**src/rtl/auth_pkg.sv**
```systemverilog
// ---------------------------------------------------------------------------
// auth_pkg
// Shared types and constants for the ATM account authenticator:
//   op_t     - request opcodes (an opcode value of 3 is handled like OP_AUTH)
//   stat_t   - response status codes
//   state_t  - authenticator FSM states
//   DEFAULT_PINS / default_pin() - PIN loaded into each database entry at reset
// ---------------------------------------------------------------------------
package auth_pkg;

    typedef enum logic [1:0] {
        OP_AUTH       = 2'd0,
        OP_CHANGE_PIN = 2'd1,
        OP_UNLOCK     = 2'd2
    } op_t;

    typedef enum logic [2:0] {
        STAT_AUTH_OK     = 3'd0,
        STAT_NOT_FOUND   = 3'd1,
        STAT_BAD_PIN     = 3'd2,
        STAT_LOCKED      = 3'd3,
        STAT_PIN_CHANGED = 3'd4,
        STAT_PIN_SAME    = 3'd5,
        STAT_UNLOCKED    = 3'd6
    } stat_t;

    typedef enum logic [1:0] {
        S_IDLE   = 2'd0,
        S_SEARCH = 2'd1,
        S_CHECK  = 2'd2,
        S_RESP   = 2'd3
    } state_t;

    localparam int DEFAULT_PIN_COUNT = 10;

    localparam logic [15:0] DEFAULT_PINS [DEFAULT_PIN_COUNT] = '{
        16'd1234, 16'd2345, 16'd3456, 16'd4567, 16'd5678,
        16'd6789, 16'd7890, 16'd8901, 16'd9012, 16'd7123
    };

    // Entries beyond the fixed table get a PIN derived from their index.
    function automatic logic [15:0] default_pin(input int i);
        if (i < DEFAULT_PIN_COUNT) begin
            return DEFAULT_PINS[i[3:0]];
        end
        return 16'(1000 + i);
    endfunction

endpackage

```
**src/rtl/auth_db.sv**
```systemverilog
// ---------------------------------------------------------------------------
// auth_db
// Account database: per entry an account number, a PIN and a failed-attempt
// counter. All contents are reloaded by the synchronous reset.
// Ports:
//   clk, rst_n            clock, synchronous active-low reset
//   rd_idx                combinational read index
//   rd_acc, rd_pin, rd_cnt  contents of entry rd_idx
//   wr_idx                write index
//   pin_we, wr_pin        PIN write enable / data
//   cnt_we, wr_cnt        counter write enable / data
// ---------------------------------------------------------------------------
module auth_db
    import auth_pkg::*;
#(
    parameter int NUM_ACCOUNTS = 10,
    parameter int ACC_W        = 4,
    parameter int PIN_W        = 16,
    parameter int IDX_W        = 4,
    parameter int CNT_W        = 2
) (
    input  logic             clk,
    input  logic             rst_n,
    input  logic [IDX_W-1:0] rd_idx,
    output logic [ACC_W-1:0] rd_acc,
    output logic [PIN_W-1:0] rd_pin,
    output logic [CNT_W-1:0] rd_cnt,
    input  logic [IDX_W-1:0] wr_idx,
    input  logic             pin_we,
    input  logic [PIN_W-1:0] wr_pin,
    input  logic             cnt_we,
    input  logic [CNT_W-1:0] wr_cnt
);

    logic [ACC_W-1:0] acc_mem [NUM_ACCOUNTS];
    logic [PIN_W-1:0] pin_mem [NUM_ACCOUNTS];
    logic [CNT_W-1:0] cnt_mem [NUM_ACCOUNTS];

    // Reset loads entry i with account i+1 and its default PIN, and clears
    // every counter. Reset takes priority, so a write pending on the same
    // edge is dropped. Account numbers are never rewritten after reset.
    always_ff @(posedge clk) begin
        if (!rst_n) begin
            for (int i = 0; i < NUM_ACCOUNTS; i++) begin
                acc_mem[i] <= ACC_W'(i + 1);
                pin_mem[i] <= PIN_W'(default_pin(i));
                cnt_mem[i] <= '0;
            end
        end else begin
            if (pin_we) begin
                pin_mem[wr_idx] <= wr_pin;
            end
            if (cnt_we) begin
                cnt_mem[wr_idx] <= wr_cnt;
            end
        end
    end

    assign rd_acc = acc_mem[rd_idx];
    assign rd_pin = pin_mem[rd_idx];
    assign rd_cnt = cnt_mem[rd_idx];

endmodule

```
**src/rtl/auth_engine.sv**
```systemverilog
// ---------------------------------------------------------------------------
// auth_engine
// Sequential account authenticator. A request is captured at accept, the
// database is searched linearly one entry per cycle, the matched entry is
// checked (lockout, PIN compare, PIN change) and a one-cycle response strobe
// carries the status and matched index.
// Ports:
//   clk, rst_n                    clock, synchronous active-low reset
//   req_valid, req_ready          request handshake (accept = both high)
//   req_op, acc_num, pin, new_pin request fields, captured at accept
//   rsp_valid                     one-cycle response strobe
//   rsp_status, rsp_index         status code and matched index (held)
//   busy                          inverse of req_ready
// ---------------------------------------------------------------------------
module auth_engine
    import auth_pkg::*;
#(
    parameter int NUM_ACCOUNTS = 10,
    parameter int ACC_W        = 4,
    parameter int PIN_W        = 16,
    parameter int MAX_TRIES    = 3,
    parameter int IDX_W        = 4
) (
    input  logic             clk,
    input  logic             rst_n,
    input  logic             req_valid,
    output logic             req_ready,
    input  logic [1:0]       req_op,
    input  logic [ACC_W-1:0] acc_num,
    input  logic [PIN_W-1:0] pin,
    input  logic [PIN_W-1:0] new_pin,
    output logic             rsp_valid,
    output logic [2:0]       rsp_status,
    output logic [IDX_W-1:0] rsp_index,
    output logic             busy
);

    localparam int CNT_W = $clog2(MAX_TRIES + 1);
    localparam logic [CNT_W-1:0] CNT_MAX  = CNT_W'(MAX_TRIES);
    localparam logic [IDX_W-1:0] LAST_IDX = IDX_W'(NUM_ACCOUNTS - 1);

    state_t           state;
    logic [IDX_W-1:0] idx;
    logic [1:0]       op_q;
    logic [ACC_W-1:0] acc_q;
    logic [PIN_W-1:0] pin_q;
    logic [PIN_W-1:0] new_pin_q;

    logic [ACC_W-1:0] rd_acc;
    logic [PIN_W-1:0] rd_pin;
    logic [CNT_W-1:0] rd_cnt;

    logic             entry_match;
    stat_t            chk_status;
    logic             pin_we;
    logic             cnt_we;
    logic [CNT_W-1:0] wr_cnt;

    auth_db #(
        .NUM_ACCOUNTS (NUM_ACCOUNTS),
        .ACC_W        (ACC_W),
        .PIN_W        (PIN_W),
        .IDX_W        (IDX_W),
        .CNT_W        (CNT_W)
    ) u_db (
        .clk    (clk),
        .rst_n  (rst_n),
        .rd_idx (idx),
        .rd_acc (rd_acc),
        .rd_pin (rd_pin),
        .rd_cnt (rd_cnt),
        .wr_idx (idx),
        .pin_we (pin_we),
        .wr_pin (new_pin_q),
        .cnt_we (cnt_we),
        .wr_cnt (wr_cnt)
    );

    // Account 0 is reserved and must never match, even if an entry's
    // account number wraps to zero in a narrow ACC_W.
    assign entry_match = (acc_q != '0) && (rd_acc == acc_q);

    // Decision for the matched entry, walked in priority order: unlock,
    // lockout, PIN compare, then the operation itself. Writes are only
    // enabled in CHECK so the database updates on the CHECK->RESP edge.
    always_comb begin
        chk_status = STAT_AUTH_OK;
        pin_we     = 1'b0;
        cnt_we     = 1'b0;
        wr_cnt     = '0;
        if (state == S_CHECK) begin
            if (op_q == OP_UNLOCK) begin
                cnt_we     = 1'b1;
                chk_status = STAT_UNLOCKED;
            end else if (rd_cnt == CNT_MAX) begin
                chk_status = STAT_LOCKED;
            end else if (pin_q != rd_pin) begin
                cnt_we     = 1'b1;
                wr_cnt     = (rd_cnt >= CNT_MAX) ? CNT_MAX : CNT_W'(rd_cnt + 1'b1);
                chk_status = STAT_BAD_PIN;
            end else if (op_q == OP_CHANGE_PIN) begin
                cnt_we = 1'b1;
                if (new_pin_q == rd_pin) begin
                    chk_status = STAT_PIN_SAME;
                end else begin
                    pin_we     = 1'b1;
                    chk_status = STAT_PIN_CHANGED;
                end
            end else begin
                cnt_we     = 1'b1;
                chk_status = STAT_AUTH_OK;
            end
        end
    end

    // Request FSM with registered handshake and response outputs. The
    // response fields only change when a response is launched, so they
    // hold their last value while idle; rsp_valid defaults low so it is a
    // single-cycle strobe. Not-found skips CHECK and responds directly.
    always_ff @(posedge clk) begin
        if (!rst_n) begin
            state      <= S_IDLE;
            idx        <= '0;
            op_q       <= '0;
            acc_q      <= '0;
            pin_q      <= '0;
            new_pin_q  <= '0;
            req_ready  <= 1'b1;
            rsp_valid  <= 1'b0;
            rsp_status <= STAT_NOT_FOUND;
            rsp_index  <= '0;
        end else begin
            rsp_valid <= 1'b0;
            case (state)
                S_IDLE: begin
                    if (req_valid && req_ready) begin
                        op_q      <= req_op;
                        acc_q     <= acc_num;
                        pin_q     <= pin;
                        new_pin_q <= new_pin;
                        idx       <= '0;
                        req_ready <= 1'b0;
                        state     <= S_SEARCH;
                    end
                end
                S_SEARCH: begin
                    if (entry_match) begin
                        state <= S_CHECK;
                    end else if (idx == LAST_IDX) begin
                        rsp_valid  <= 1'b1;
                        rsp_status <= STAT_NOT_FOUND;
                        rsp_index  <= '0;
                        state      <= S_RESP;
                    end else begin
                        idx <= idx + 1'b1;
                    end
                end
                S_CHECK: begin
                    rsp_valid  <= 1'b1;
                    rsp_status <= chk_status;
                    rsp_index  <= idx;
                    state      <= S_RESP;
                end
                S_RESP: begin
                    req_ready <= 1'b1;
                    state     <= S_IDLE;
                end
                default: begin
                    state <= S_IDLE;
                end
            endcase
        end
    end

    assign busy = ~req_ready;

endmodule

```
**config.mk**
```make
export PLATFORM = sky130hd
export DESIGN_NAME = auth_engine
export DESIGN_NICKNAME = d
export VERILOG_FILES = /design/src/rtl/auth_pkg.sv /design/src/rtl/auth_db.sv /design/src/rtl/auth_engine.sv
export SDC_FILE = /design/constraint.sdc
export NUM_CORES = 1
export LEC_CHECK = 0
export BUFFER_PORTS_ARGS = -buffer_cell sky130_fd_sc_hd__buf_2
export CORE_AREA = 4 4 220 222
export DETAILED_ROUTE_END_ITERATION = 16
export DIE_AREA = 0 0 224 226
export PLACE_DENSITY = 0.57
export SETUP_SLACK_MARGIN = 0.02
export SYNTH_ARGS = -nofsm -noshare
export SYNTH_HDL_FRONTEND = slang
export SYNTH_SLANG_ARGS = --single-unit
```
**constraint.sdc**
```tcl
create_clock -name clk -period 5.9 [get_ports clk]
set_input_delay 1.18 -clock clk [delete_from_list [all_inputs] [get_ports clk]]
set_output_delay 1.18 -clock clk [all_outputs]
set_load 0.02 [all_outputs]
```
==> results_dict.tcl <==
set metrics [dict create \
    clk-insertion-delay-late_ns 0.54 \
    crit_path_end_kind "register" \
    flow.area_growth_from_synthesis_pct 13.0 \
    ys_seq_elements 345 \
    power.leakage_uw 0.00564 \
    dominant_combinational_cell_family_by_area_after_synthesis "simple AND/OR/NAND/NOR gates" \
    fp.dieArea_um2 50600 \
    synthArstFlopShare 0 \
    timing.critical_path.arrival_ns 5.09 \
    maxCapViolations 0 \
    buffer_ports.inserted 50 \
    cts.htree.levels 2 \
    synth_edf_count 288 \
    num-nets-final 1368 \
    setup.worst_path.class "register to register" \
    critPathMaxStageDelay_ns 0.93 \
    cp.buffers_inverters 1 \
    worst_slew_pin_slew_ns 1.13 \
    synth-compound-area-share 0.0714 \
    gr-usage-all-layers 0.192 \
    pwr-share-clk 0.404 \
    synth_area_per_cell_um2 12.6 \
    post_synth_mux_area_share 0.111 \
    post_cts_setup_buffer_count 0 \
    row_count 79 \
    clock-sinks 345 \
    synth-simple-area-share 0.150 \
    synthesis.instances 1279 \
    first_iter_violations 1292 \
    cts_hold_buffers 0 \
    period_needed_ns 4.85 \
    drt_pre_antenna_iters 5 \
    core_area_um2 46400 \
    power.combinational.fraction 0.108 \
    dieWidth_um 224 \
    hold_path.startpoint "new_pin_q[3]" \
    vias 11200 \
    ys_dominant_reg_cell "edfxtp_1" \
    worstPathRequired_ns 6.14 \
    maxSlewHeadroom 0.245 \
    max-clock-path-buffers 3 \
    power_per_cell_area_nw_per_um2 319 \
    path_clk_slew_ns 0.06 \
    fin_worst_hold_slack_ns 0.460 \
    first_pass_grt_wire_length_um 72300 \
    hold_path_class "register to register" \
    run_status "finished, final reports clean" \
    floorplan.initialDensity 0.347 \
    postRouteAntennaNets 0 \
    grt_max_degree 52 \
    cpMostUsedCell "a22oi_1" \
    gp_routability_congestion 0.909 \
    ir_worst_vdd_mv 0.230 \
    synth_area_in_adders 0.00622 \
    dp.final_hpwl_um 33700 \
    seqPwrFrac 0.488 \
    number_of_antenna_violations_at_the_first_check_in_global_routing 2 \
    critical-path-top-delay-family "simple AND/OR/NAND/NOR gates" \
    drt_drc_violations_left 0 \
    report.final.hold_viol_count 0 \
    post_drt_wl_per_cell_um 25.6 \
    cts_tree "done" \
    num_io_pins 51 \
    timing.critical_path.fanout_max 28 \
    grt_pass1_vias 10800 \
    overflow 0 \
    clockRootBuffer "clkbuf_16" \
    ys.warnings.count 0 \
    dieHeight_um 226 \
    antenna_cells_inserted 0 \
    ctsResizeCount 0 \
    synth_xor_xnor_area_share 0.0125 \
    vias_per_cell 5.72 \
    synthesis.nets 1328 \
    period_share 0.822 \
    final_layout_size_suffix_gt1_frac 0.179 \
    netlist-cell-type-count 70 \
    clock_skew_ns 0.0248 \
    pins_over_their_slew_limit 0 \
    setup_violations 0 \
    power.switching_fraction 0.258 \
    worst_setup_path_start_kind "register" \
    setup_total_negative_slack_ns 0 \
    rsz0062_at_grt "false" \
    mappedNetlistArea_um2 16100 \
    power.internal_uw 4310 \
    netSwitchingPower_uw 1500 \
    max_clock_freq_mhz 206 \
    crit_path_cell_trace "nor2b_1 > a22oi_1 > nand2_1 > xor2_1 > nand3b_1 > a22oi_1 > and4_1 > nand3_4 > o21ai_2 > buf_4" \
    cts-buffers-inserted 36 \
    final_wirelength_um 49900 \
    crit_path_top_delay_cell "nor2b_1" \
    synth_seq_area_share 0.608 \
]
final timing paths:
kind / endpoint / depth (start not counted) / slack, ns
max: u_db.pin_mem[2][11] / 10 / 1.05
min: new_pin_q[3] / 2 / 0.46
max reg2reg: u_db.pin_mem[2][11] / 10 / 1.05
min reg2reg: new_pin_q[3] / 2 / 0.46
through the flow:
stage	setup WS (ns)	std cells	instance area [um^2]	utilization	power [uW]
global placement	1.22	1888	17000	0.366	3490
floorplan	1.23	1279	16100	-	3250
detailed placement	1.17	1888	17000	0.366	3500
finish	1.05	1954	18200	0.392	5810
CTS	1.15	1954	18200	0.392	5820
global route	0.794	1954	18200	0.392	5990
cells by family (layout without fill, tap and decap cells):
family	after synthesis	after routing
adder cells (fa/ha/maj)	8	8
AO/OA/AOI/OAI	180	180
multiplexers	123	123
buffers and inverters	111	179
AND/OR/NAND/NOR	489	489
flip-flops	345	345
XOR/XNOR	23	23
power groups by stage:
| stage | sequential [uW] | clock [uW] | combinational (uW) |
|---|---|---|---|
| after floorplan | 2820 | 0 | 433 |
| after global placement | 2880 | 0 | 609 |
| after detailed placement | 2880 | 0 | 617 |
| after CTS | 2830 | 2370 | 622 |
| after global routing | 2840 | 2470 | 682 |
| final | 2830 | 2350 | 626 |
per-layer routing:
layer,routed length [um],GRT usage,vias to the layer above
met3,4310,0.0454,115
met2,23600,0.313,552
li1,-,-,4922
met5,0,0,-
met4,2040,0.0704,0
met1,20000,0.251,5585
Yosys cell counts, types with 16 or more instances:
master    instances  area share
a21oi_1          69       0.021
a22oi_1          26       0.012
buf_2            18      0.0056
clkbuf_1         42      0.0098
dfxtp_1          57       0.071
edfxtp_1        288        0.54
inv_1            17      0.0040
mux2i_1          77       0.048
mux4_2           44       0.062
nand2_1         157       0.037
nand2b_1         16      0.0062
nand3_1          59       0.018
nor2_1           64       0.015
nor3_1           88       0.027
nor4_1           19      0.0074
o21ai_0          31      0.0096
placed cells by master, fill, tap and decap left out, types with 14 or more instances in the layout:
cell type  Yosys  final
xor2_1        15     15
mux4_2        44     44
edfxtp_1     288    288
a22oi_1       26     26
nand3_1       59     59
nor3_1        88     87
nor4_1        19     14
buf_2         18     50
inv_1         17     16
nand2b_1      16     16
dfxtp_1       57     53
mux2i_1       77     77
nor2_1        64     63
a21oi_1       69     69
o21ai_0       31     21
nand2_1      157    157
clkbuf_16      0     38
buf_4          4     41
tightest hold or removal path: cells and delay by family, from the launching register on:
kind               cells  cell delay (ns)
AOI/OAI and AO/OA      1             0.05
DFF                    1             0.31
and+or+nand+nor        1             0.05
flip-flops by register name, indices dropped and copies added, names as in the netlist, 3 cells and up, named ones only:
register and flops:
u_db.pin_mem 256, u_db.cnt_mem 32, new_pin_q 16, pin_q 16, acc_q 4, idx 4, rsp_index 4, rsp_status 3
cell type report:
class / instances / area [um^2]
Clock buffer: 51 / 1030
Clock inverter: 15 / 183
Sequential cell: 345 / 9800
Tap cell: 607 / 759
Timing Repair Buffer: 94 / 618
Inverter: 19 / 72.6
Multi-Input combinational cell: 823 / 5730
Fill cell: 4340 / 28200
No activity file was read; power rests on OpenSTA's default activity.
